==> config.mk <==
export PLATFORM = sky130hd
export DESIGN_NAME = pipe_adder
export DESIGN_NICKNAME = d
export VERILOG_FILES = /design/src/rtl/alu_pkg.sv /design/src/rtl/add_slice.sv /design/src/rtl/pipe_adder.sv
export SDC_FILE = /design/constraint.sdc
export NUM_CORES = 1
export LEC_CHECK = 0
export CAP_MARGIN = 20
export CELL_PAD_IN_SITES_DETAIL_PLACEMENT = 0
export CELL_PAD_IN_SITES_GLOBAL_PLACEMENT = 2
export CORE_AREA = 4 4 91 93
export DETAILED_ROUTE_END_ITERATION = 16
export DIE_AREA = 0 0 95 97
export PLACE_DENSITY = 0.87
export SETUP_SLACK_MARGIN = 0.05
export SLEW_MARGIN = 20
export SYNTH_ARGS = -nofsm -noshare
export SYNTH_HDL_FRONTEND = slang
export SYNTH_SLANG_ARGS = --single-unit
==> constraint.sdc <==
create_clock -name clk -period 2.5 [get_ports clk]
set_input_delay 0.75 -clock clk [delete_from_list [all_inputs] [get_ports clk]]
set_output_delay 0.75 -clock clk [all_outputs]
set_load 0.02 [all_outputs]
==> src/rtl/alu_pkg.sv <==
// Shared ALU datapath types and widths.
// Used by the adder, the subtractor and the flag register.
package alu_pkg;

  localparam int ALU_WIDTH = 16;
  localparam int ALU_HALF  = ALU_WIDTH / 2;

  typedef struct packed {
    logic cout;
    logic ovf;
    logic zero;
    logic neg;
  } alu_flags_t;

endpackage

==> src/rtl/add_slice.sv <==
// N-bit combinational ripple slice with carry in and out.
// Two of these split the 16-bit carry chain across pipe stages.
module add_slice #(
  parameter int N = 8
) (
  input  logic [N-1:0] a,
  input  logic [N-1:0] b,
  input  logic         cin,
  output logic [N-1:0] sum,
  output logic         cout
);

  assign {cout, sum} = {1'b0, a} + {1'b0, b} + {{N{1'b0}}, cin};

endmodule

==> src/rtl/pipe_adder.sv <==
// Two-stage pipelined adder with valid/ready handshake and flags.
// Low slice resolves in S1, high slice and flags in S2.
module pipe_adder
  import alu_pkg::*;
#(
  parameter int WIDTH = ALU_WIDTH
) (
  input  logic             clk,
  input  logic             rst,
  input  logic             in_valid,
  output logic             in_ready,
  input  logic [WIDTH-1:0] a,
  input  logic [WIDTH-1:0] b,
  input  logic             cin,
  output logic             out_valid,
  input  logic             out_ready,
  output logic [WIDTH-1:0] sum,
  output logic             cout,
  output logic             ovf,
  output logic             zero,
  output logic             neg
);

  localparam int L = WIDTH / 2;
  localparam int H = WIDTH - L;

  logic             v1_q, v1_d;
  logic             v2_q, v2_d;
  logic [L-1:0]     lo_q, lo_d;
  logic             c1_q, c1_d;
  logic [H-1:0]     ahi_q, ahi_d;
  logic [H-1:0]     bhi_q, bhi_d;
  logic [WIDTH-1:0] sum_q, sum_d;
  alu_flags_t       flg_q, flg_d;

  logic [L-1:0] s1_lo;
  logic         s1_c;
  logic [H-1:0] s2_hi;
  logic         s2_c;
  logic         s1_load;
  logic         s2_load;

  add_slice #(.N(L)) u_lo (
    .a    (a[L-1:0]),
    .b    (b[L-1:0]),
    .cin  (cin),
    .sum  (s1_lo),
    .cout (s1_c)
  );

  add_slice #(.N(H)) u_hi (
    .a    (ahi_q),
    .b    (bhi_q),
    .cin  (c1_q),
    .sum  (s2_hi),
    .cout (s2_c)
  );

  always_comb begin
    s2_load  = v1_q && (!v2_q || out_ready);
    // reset gates ready so nothing is sampled while held in reset
    in_ready = rst && (!v1_q || !v2_q || out_ready);
    s1_load  = in_valid && in_ready;

    v1_d  = s1_load || (v1_q && !s2_load);
    v2_d  = s2_load || (v2_q && !out_ready);
    lo_d  = lo_q;
    c1_d  = c1_q;
    ahi_d = ahi_q;
    bhi_d = bhi_q;
    sum_d = sum_q;
    flg_d = flg_q;

    if (s1_load) begin
      lo_d  = s1_lo;
      c1_d  = s1_c;
      ahi_d = a[WIDTH-1:L];
      bhi_d = b[WIDTH-1:L];
    end

    if (s2_load) begin
      sum_d      = {s2_hi, lo_q};
      flg_d.cout = s2_c;
      flg_d.ovf  = (ahi_q[H-1] == bhi_q[H-1]) &&
                   (s2_hi[H-1] != ahi_q[H-1]);
      flg_d.zero = ({s2_hi, lo_q} == '0);
      flg_d.neg  = s2_hi[H-1];
    end
  end

  always_ff @(posedge clk or negedge rst) begin
    if (!rst) begin
      v1_q  <= 1'b0;
      v2_q  <= 1'b0;
      lo_q  <= '0;
      c1_q  <= 1'b0;
      ahi_q <= '0;
      bhi_q <= '0;
      sum_q <= '0;
      flg_q <= '0;
    end else begin
      v1_q  <= v1_d;
      v2_q  <= v2_d;
      lo_q  <= lo_d;
      c1_q  <= c1_d;
      ahi_q <= ahi_d;
      bhi_q <= bhi_d;
      sum_q <= sum_d;
      flg_q <= flg_d;
    end
  end

  assign out_valid = v2_q;
  assign sum       = sum_q;
  assign cout      = flg_q.cout;
  assign ovf       = flg_q.ovf;
  assign zero      = flg_q.zero;
  assign neg       = flg_q.neg;

endmodule

======== Word-level counts from Yosys, hierarchy flattened ========
Index checks and enable logic that the tools add are counted.
operators by class
  add/subtract/negate cells ............... 4
  eq/ne operators ......................... 2
  reductions and logical operators ........ 16
operator list
  cell                                    count
  8-bit by 8-bit adder with 9-bit output  2
  9-bit by 1-bit adder with 9-bit output  2
  16-bit logical NOT                      1
  1-bit logical AND                       6
  1-bit logical OR                        5
  1-bit logical NOT                       4
  1-bit == test                           1
  1-bit inequality test                   1
storage, ports and cells
  bits in registers ....................... 47

======== Logic depth before layout (Yosys ltp) ========
Gate-level depths: netlist of the first run.
  depth in word-level cells ............... 6
  depth in mapped cells ................... 9
  gate-level depth less buffers ........... 9

======== By module ========
A second synthesis of the first run with hierarchy kept.
second synthesis, totals
  cells, all modules ...................... 192
  area total of the unflattened synthesis .. 2,477.4 um^2
modules (own cells, without submodules)
  module             times used  cells each  area each (um^2)
  pipe_adder         1           110         1,814.2
  add_slice at u_hi  1           40          331.6
  add_slice at u_lo  1           42          331.6

======== Least setup slack after synthesis of the first run ========
Ideal clock, no wire load.
  kind .................................... register to register
  start point ............................. register c1_q
  end point ............................... register flg_q (netlist bit zero)
  setup time .............................. 0.121 ns
  arrival ................................. 2.212 ns
  data required time ...................... 2.379 ns
  path slack .............................. 0.167 ns
  stages on the path, launching flop included .. 9
  buffers on the path ..................... 0
  period minus slack after synthesis ...... 2.333 ns
  cell sequence ........................... dfrtp_1 -> fa_1 -> fa_1 -> a211oi_1 -> o21bai_1 -> a21oi_1 -> xnor2_1 -> nor3_1 -> a22o_1
on the way
  longest elaborated chain between the ends .. 2
RTL lines
  item                                    line               RTL
  from (decl)                             pipe_adder.sv:30   logic c1_q, c1_d;
  from (signal assigned)                  pipe_adder.sv:96   c1_q <= 1'b0;
  from (signal assigned)                  pipe_adder.sv:105  c1_q <= c1_d;
  9-bit by 1-bit adder with 9-bit output  add_slice.sv:13    assign {cout, sum} = {1'b0, a} + {1'b0, b} + {{N{1'b0}}, cin};
  16-bit logical NOT                      pipe_adder.sv:86   flg_d.zero = ({s2_hi, lo_q} == '0);
  to (signal assigned)                    pipe_adder.sv:109  flg_q <= flg_d;
  to (decl)                               pipe_adder.sv:34   alu_flags_t flg_q, flg_d;
No other way between the ends.
A chain may end at the register's enable or synchronous reset.

======== Worst setup path after layout of the first run ========
  start point ............................. input port out_ready
  end point ............................... output port in_ready
on the way
  longest elaborated chain between the ends .. 2
RTL lines
  item               line              RTL
  from (decl)        pipe_adder.sv:16  input logic out_ready,
  1-bit logical OR   pipe_adder.sv:62  in_ready = rst && (!v1_q || !v2_q || out_ready);
  1-bit logical AND  pipe_adder.sv:62
  to (decl)          pipe_adder.sv:11  output logic in_ready,
No other way between the ends.

==> results of run 1 <==
==> state kept, by name, indices dropped and copies added (netlist names) <==
| signal | count |
|---|---|
| ahi_q | 8 |
| out_valid | 1 |
| ovf | 1 |
| lo_q | 8 |
| bhi_q | 8 |
| sum | 16 |
| c1_q | 1 |
| zero | 1 |
| cout | 1 |
| v1_q | 1 |
==> worst paths after layout <==
check / from / endpoint / depth (start not counted)
min in group asynchronous: rst / bhi_q[6] / 2
worst min-delay path: ovf / ovf / 2
worst min register to register: ovf / ovf / 2
max in group asynchronous: rst / sum[0] / 2
worst max-delay path: out_ready / in_ready / 4
worst max register to register: c1_q / zero / 8
==> logic make-up (layout without fill, tap and decap cells) <==
| group | Yosys count | count (layout) | share of synthesized area [%] |
|---|---|---|---|
| AND/OR/NAND/NOR | 31 | 31 | 6.378 |
| AO/OA/AOI/OAI | 43 | 43 | 11.52 |
| flip-flops | 46 | 46 | 49.30 |
| adder cells (fa/ha/maj) | 18 | 18 | 10.93 |
| buffers and inverters | 11 | 80 | 2.090 |
| multiplexers | 31 | 31 | 14.90 |
| XOR/XNOR | 13 | 13 | 4.877 |
==> worst register-to-register path, delay by kind of cell (launching register included) <==
kind | cells | cell delay [ps]
adder cells (fa/ha/maj) | 2 | 860
AND/OR/NAND/NOR | 1 | 80
AO/OA/AOI/OAI | 4 | 710
XOR/XNOR | 1 | 170
flip-flops | 1 | 410
==> power groups by stage <==
stage / Clock (mW) / Combinational, mW / Sequential [mW]
after floorplan: 0 / 0.524 / 1.24
final: 0.439 / 1.20 / 1.08
after CTS: 0.457 / 1.19 / 1.09
after global placement: 0 / 1.17 / 1.10
after detailed placement: 0 / 1.18 / 1.10
after global routing: 0.483 / 1.31 / 1.12
==> cell usage in the layout (no fill, tap or decap), types with 2 or more instances in the layout <==
cell type         n
xnor2_1           4
a21o_1            3
nand2b_1          3
nand3_1           3
a21oi_2           4
a21oi_1           6
o21ai_1           2
dfrtp_1          46
inv_2             2
clkdlybuf4s50_1  54
nand2_1          14
ha_1             14
mux2_2           30
o21ai_0          15
nor2_1            2
clkbuf_8          6
xor2_1            8
nor4_1            3
o21a_1            2
a211oi_2          2
o21bai_1          4
inv_1             3
dlymetal6s2s_1    2
buf_4            11
fa_2              3
==> cells in the mapped netlist <==
master | n | area share (%)
a211oi_1 | 1 | 0.32
a211oi_2 | 1 | 0.54
a21o_1 | 3 | 0.96
a21o_2 | 1 | 0.38
a21oi_1 | 10 | 2.1
a22o_1 | 1 | 0.38
a31o_2 | 1 | 0.38
a31oi_2 | 1 | 0.54
and2_1 | 1 | 0.27
buf_2 | 3 | 0.64
buf_4 | 1 | 0.32
clkbuf_1 | 2 | 0.32
dfrtp_1 | 46 | 49
fa_1 | 4 | 3.4
ha_1 | 14 | 7.5
inv_1 | 5 | 0.80
mux2_2 | 30 | 14
mux2i_1 | 1 | 0.43
nand2_1 | 14 | 2.3
nand2b_1 | 3 | 0.80
nand3_1 | 3 | 0.64
nand3b_1 | 1 | 0.32
nor2_1 | 2 | 0.32
nor2b_1 | 1 | 0.27
nor3_1 | 2 | 0.43
nor4_1 | 3 | 0.80
o21a_1 | 2 | 0.64
o21ai_0 | 17 | 3.6
o21bai_1 | 4 | 1.3
o31ai_1 | 1 | 0.32
or3_1 | 1 | 0.27
xnor2_1 | 5 | 1.9
xor2_1 | 8 | 3.0
==> layer usage <==
| layer | up-vias | share of wire (%) |
|---|---|---|
| met3 | 4 | 4.4 |
| met4 | 0 | 0.91 |
| met5 | - | 0 |
| met1 | 788 | 47 |
| met2 | 35 | 48 |
| li1 | 822 | - |
==> area by class of cell <==
class	instances	share of cell area [%]
multi-input combinational	136	36.62
sequential	46	35.53
timing repair buffer	69	20.78
tap	102	3.940
clock buffer	6	2.549
inverter	5	0.5794
==> what timing repair did <==
action | CTS | global route
buffers inserted | 1 | 0
pin swaps | 2 | 5
setup endpoints to repair | 4 | 8
gates resized for setup | 8 | 15
==> through the flow <==
stage / instance area [um2] / instances / util (%) / setup TNS (ps) / hold WS, ps
3_5_place_dp: 3095 / 357 / 41.12 / -1617 / 465.9
6_report: 3239 / 364 / 43.04 / 0 / 477.7
2_1_floorplan: 2335 / 193 / - / 0 / 454.4
4_1_cts: 3189 / 364 / 42.37 / 0 / 484.4
5_1_grt: 3239 / 364 / 43.04 / 0 / 523.2
3_3_place_gp: 3095 / 357 / 41.12 / -1471 / 463.4
==> impl_metrics.ini, run 1 <==
[sta]
maxSlewViolCount = 0
rsz0062_at_grt = true
skew_ps = 4.885
clock.fmax_mhz = 414.5
worst_slew_pin_slew_ps = 574.5
hold_viol = 0
finalCriticalPeriod_ps = 2413
final.setup.worst_slack_ps = 87.40
fin_crit_sh_pct = 96.50
slew-limit-headroom_pct = 61.70
finalSetupViolCount = 0

[final_layout]
area_delta_synth_final_pct = 38.75
diodes = 0
layout-drive-gt1-share_pct = 25.19
ff_latch_area_um2 = 1151
final.fill_count = 760
nets = 318
multi_input_area_um2 = 1186

[job]
maxCapViolations = 0

[placement]
portBuffers = 58
gp_congestion = 0.7729
post-dp-hpwl_um = 3698
post-place-ws_ps = -425.8

[grt]
grt_use_met2_pct = 18.28
antenna_found_initial = 0
overflow = 0
top_usage_layer = met2
grt_use_total_pct = 11.16
grt_max_degree = 47
grt_pass1_vias = 1819
grt_pass1_wl_um = 8259
grtUsageMet1_pct = 14.54
met3_usage_pct = 2.566

[outcome]
outcome = complete, no violations

[synth]
synth_cell_types = 33
yosysWarnings = 0
synth_fp_nets = 248
synth_area_um2 = 2335
syn_avg_cell_area_um2 = 12.10
synthCells = 193
ys_ff_latch = 46
synth-seq-area-share_pct = 49.30

[clock_network]
cts.sinks = 46
clk_latency_ps = 290
htreeDepth = 2
root_buffer = clkbuf_8
cts_tree = yes
clockBufferDepth = 2
hold_buffers = 0
clk_pin_slew_ps = 80
cts_buffers = 5

[worst_setup_path]
path_class = in -> out
start_kind = input pin
path_cells = clkdlybuf4s50_1 > nand3b_1 > and2_4 > buf_4
worst_setup_path_end_kind = output port
critPathRequiredTime_ps = 1750
critPathTopFamily = buffers and inverters
crit_slowest_cell = clkdlybuf4s50_1
path_buf_inv = 2
cp_slowest_stage_delay_ps = 410
critPathMaxFanout = 2
arrival_ps = 1660
reg2reg_setup_slack_ps = 160

[pwr]
finalPower_mw = 2.726
leakage_nw = 1.411
comb_power_share_pct = 44.2
p_switching_uw = 924.1
internal_power_mw = 1.802
p_seq_share_pct = 39.7
swShare_pct = 33.89
p_per_area_nw_per_um2 = 841.6
clockPowerShare_pct = 16.1
ir_drop_mv = 0.2771

[floorplanning]
die_x_um = 95
coreArea_um2 = 7527
die_y_um = 97
dieArea_um2 = 9215
initial_core_util_pct = 31.02
rows = 32
ioPinCount = 59

[drt]
drt_iter0_markers = 35
dr.pass1.iters = 4
vias_per_cell = 4.530
drc_errors = 0
ant_nets = 0
avgRoutedWirePerCell_um = 12.92
route.vias.total = 1649
wl_um = 4703

[min_path]
hold_class = reg -> reg
(Power assumes the default switching activity.)
==> inputs of run 2 (changes only) <==
Settings changed: ABC_CLOCK_PERIOD_IN_PS set to 2500.
==> results of run 2 <==
The final DEF is identical to that of run 1; final timing and power are the same.
==> inputs of run 3 (changes only) <==
Settings changed: PLACE_DENSITY 0.87 to not set, PLACE_DENSITY_LB_ADDON set to 0.1.
==> run 3 against run 2 <==
Against the previous run: combinational power about the same; hold slack better by 8.3 ps; routed wire length is 9.3% higher; flip-flop and latch count did not move; sequential power about the same; global-route usage grew 0.41 points; count of clock-buffer cells in the layout decreased by 1; clock power up 28%; sequential share of layout area shrank 0.65 points; non-clock buffer count increased by 6; fmax up 0.27%; die area stayed put.
==> impl_metrics.ini, run 3 (synthesized netlist as in run 1, its figures left out) <==
[worst_setup_path]
worst_setup_path_end_kind = output port
crit_slowest_cell = clkdlybuf4s50_1
critPathRequiredTime_ps = 1750
critPathTopFamily = buffers and inverters
critPathMaxFanout = 2
path_buf_inv = 2
cp_slowest_stage_delay_ps = 410
r2r_cells = 8
path_cells = clkdlybuf4s50_1 > nand3b_1 > and2_1 > buf_2
path_class = in -> out
cp.depth = 4
reg2reg_setup_slack_ps = 190
start_kind = input pin
arrival_ps = 1660

[grt]
grt_pass1_vias = 1716
overflow = 0
grt_use_total_pct = 11.57
antenna_found_initial = 0
grt_max_degree = 47
grt_pass1_wl_um = 8280

[drt]
dr.pass1.iters = 4
route.vias.total = 1690
avgRoutedWirePerCell_um = 13.81
wl_um = 5139
drt_iter0_markers = 7
drc_errors = 0
vias_per_cell = 4.543
ant_nets = 0

[sta]
worst_slew_pin_slew_ps = 591.5
fin_crit_sh_pct = 96.24
finalSetupViolCount = 0
rsz0062_at_grt = false
finalCriticalPeriod_ps = 2406
skew_ps = 10.61
final.setup.worst_slack_ps = 93.96
maxSlewViolCount = 0
clock.fmax_mhz = 415.6
slew-limit-headroom_pct = 60.57
hold_viol = 0

[final_layout]
final_common_cell = clkdlybuf4s50_1
layout-drive-gt1-share_pct = 26.67
final_cell_mix = clkdlybuf4s50_1, dfrtp_1, mux2_2, o21ai_0, buf_4
largest_reg_flops = 16
diodes = 0
ff_latch_area_um2 = 1151
fin_util_pct = 43.83
final.fill_count = 770
area_delta_synth_final_pct = 41.32
multi_input_area_um2 = 1189
nets = 324
instances_no_fill = 372

[clock_network]
cts.sinks = 46
cts_buffers = 5
clk_latency_ps = 300
hold_buffers = 0
root_buffer = clkbuf_8
htreeDepth = 2
cts_tree = yes
clk_pin_slew_ps = 90
clockBufferDepth = 2

[min_path]
min_path_cells = 2
hold_class = reg -> reg

[placement]
dp.cells = 363
portBuffers = 58
post-place-ws_ps = -350.7
post-dp-hpwl_um = 4038
gp_congestion = 0.7275

[pwr]
leakage_nw = 1.432
finalPower_mw = 2.880
ir_drop_mv = 0.3110
p_per_area_nw_per_um2 = 872.8

[floorplanning]
die_y_um = 97
ioPinCount = 59
dieArea_um2 = 9215
coreArea_um2 = 7527
rows = 32
initial_core_util_pct = 31.02
die_x_um = 95

[outcome]
outcome = complete, no violations

[job]
maxCapViolations = 0
==> run 3: metal layers <==
metal | global-route usage [%] | share of wire [%] | vias up
li1 | - | - | 831
met1 | 13.81 | 43 | 816
met2 | 20.23 | 52 | 37
met3 | 2.644 | 4.2 | 6
met4 | 3.663 | 1.3 | 0
met5 | 0 | 0 | -
==> run 3: what timing repair did <==
action,4_1_cts,5_1_grt
pin swaps,0,6
setup endpoints to repair,4,6
buffers inserted,0,1
resized for setup,11,6
endpoints found under the hold margin,0,0
==> run 3: area by class of cell <==
| class | count | area share [%] |
|---|---|---|
| clock buffers | 5 | 2.086 |
| clock inverters | 3 | 1.327 |
| repair buffers | 75 | 21.24 |
| well taps | 102 | 3.868 |
| multi-input cells | 136 | 36.03 |
| flip-flops and latches | 46 | 34.89 |
| inverters | 5 | 0.5688 |
==> run 3: worst paths after layout <==
path                       startpoint        to
min in group asynchronous         rst   sum[12]
hold / removal                sum[12]   sum[12]
setup reg to reg                 c1_q      zero
setup / recovery            out_ready  in_ready
max in group asynchronous         rst    sum[6]
hold reg to reg               sum[12]   sum[12]
==> run 3: report_power, final <==
part / switching [mW] / internal [mW]
combinational: 0.581 / 0.653
sequential: 0.132 / 0.954
clock: 0.260 / 0.300
==> run 3: tightest hold or removal path: cells and delay by family (launching register included) <==
family | cells | cell delay, ps
simple gates | 1 | 40
compound gates | 1 | 60
flops | 1 | 350
==> run 3: stage by stage <==
stage               area [um2]  hold WS (ps)  TNS (ps)
CTS                       3263         496.6         0
global placement          3128         462.3     -1505
floorplan                 2335         454.4         0
finish                    3299         486.0         0
detailed placement        3128         475.6     -1605
global route              3299         517.3         0
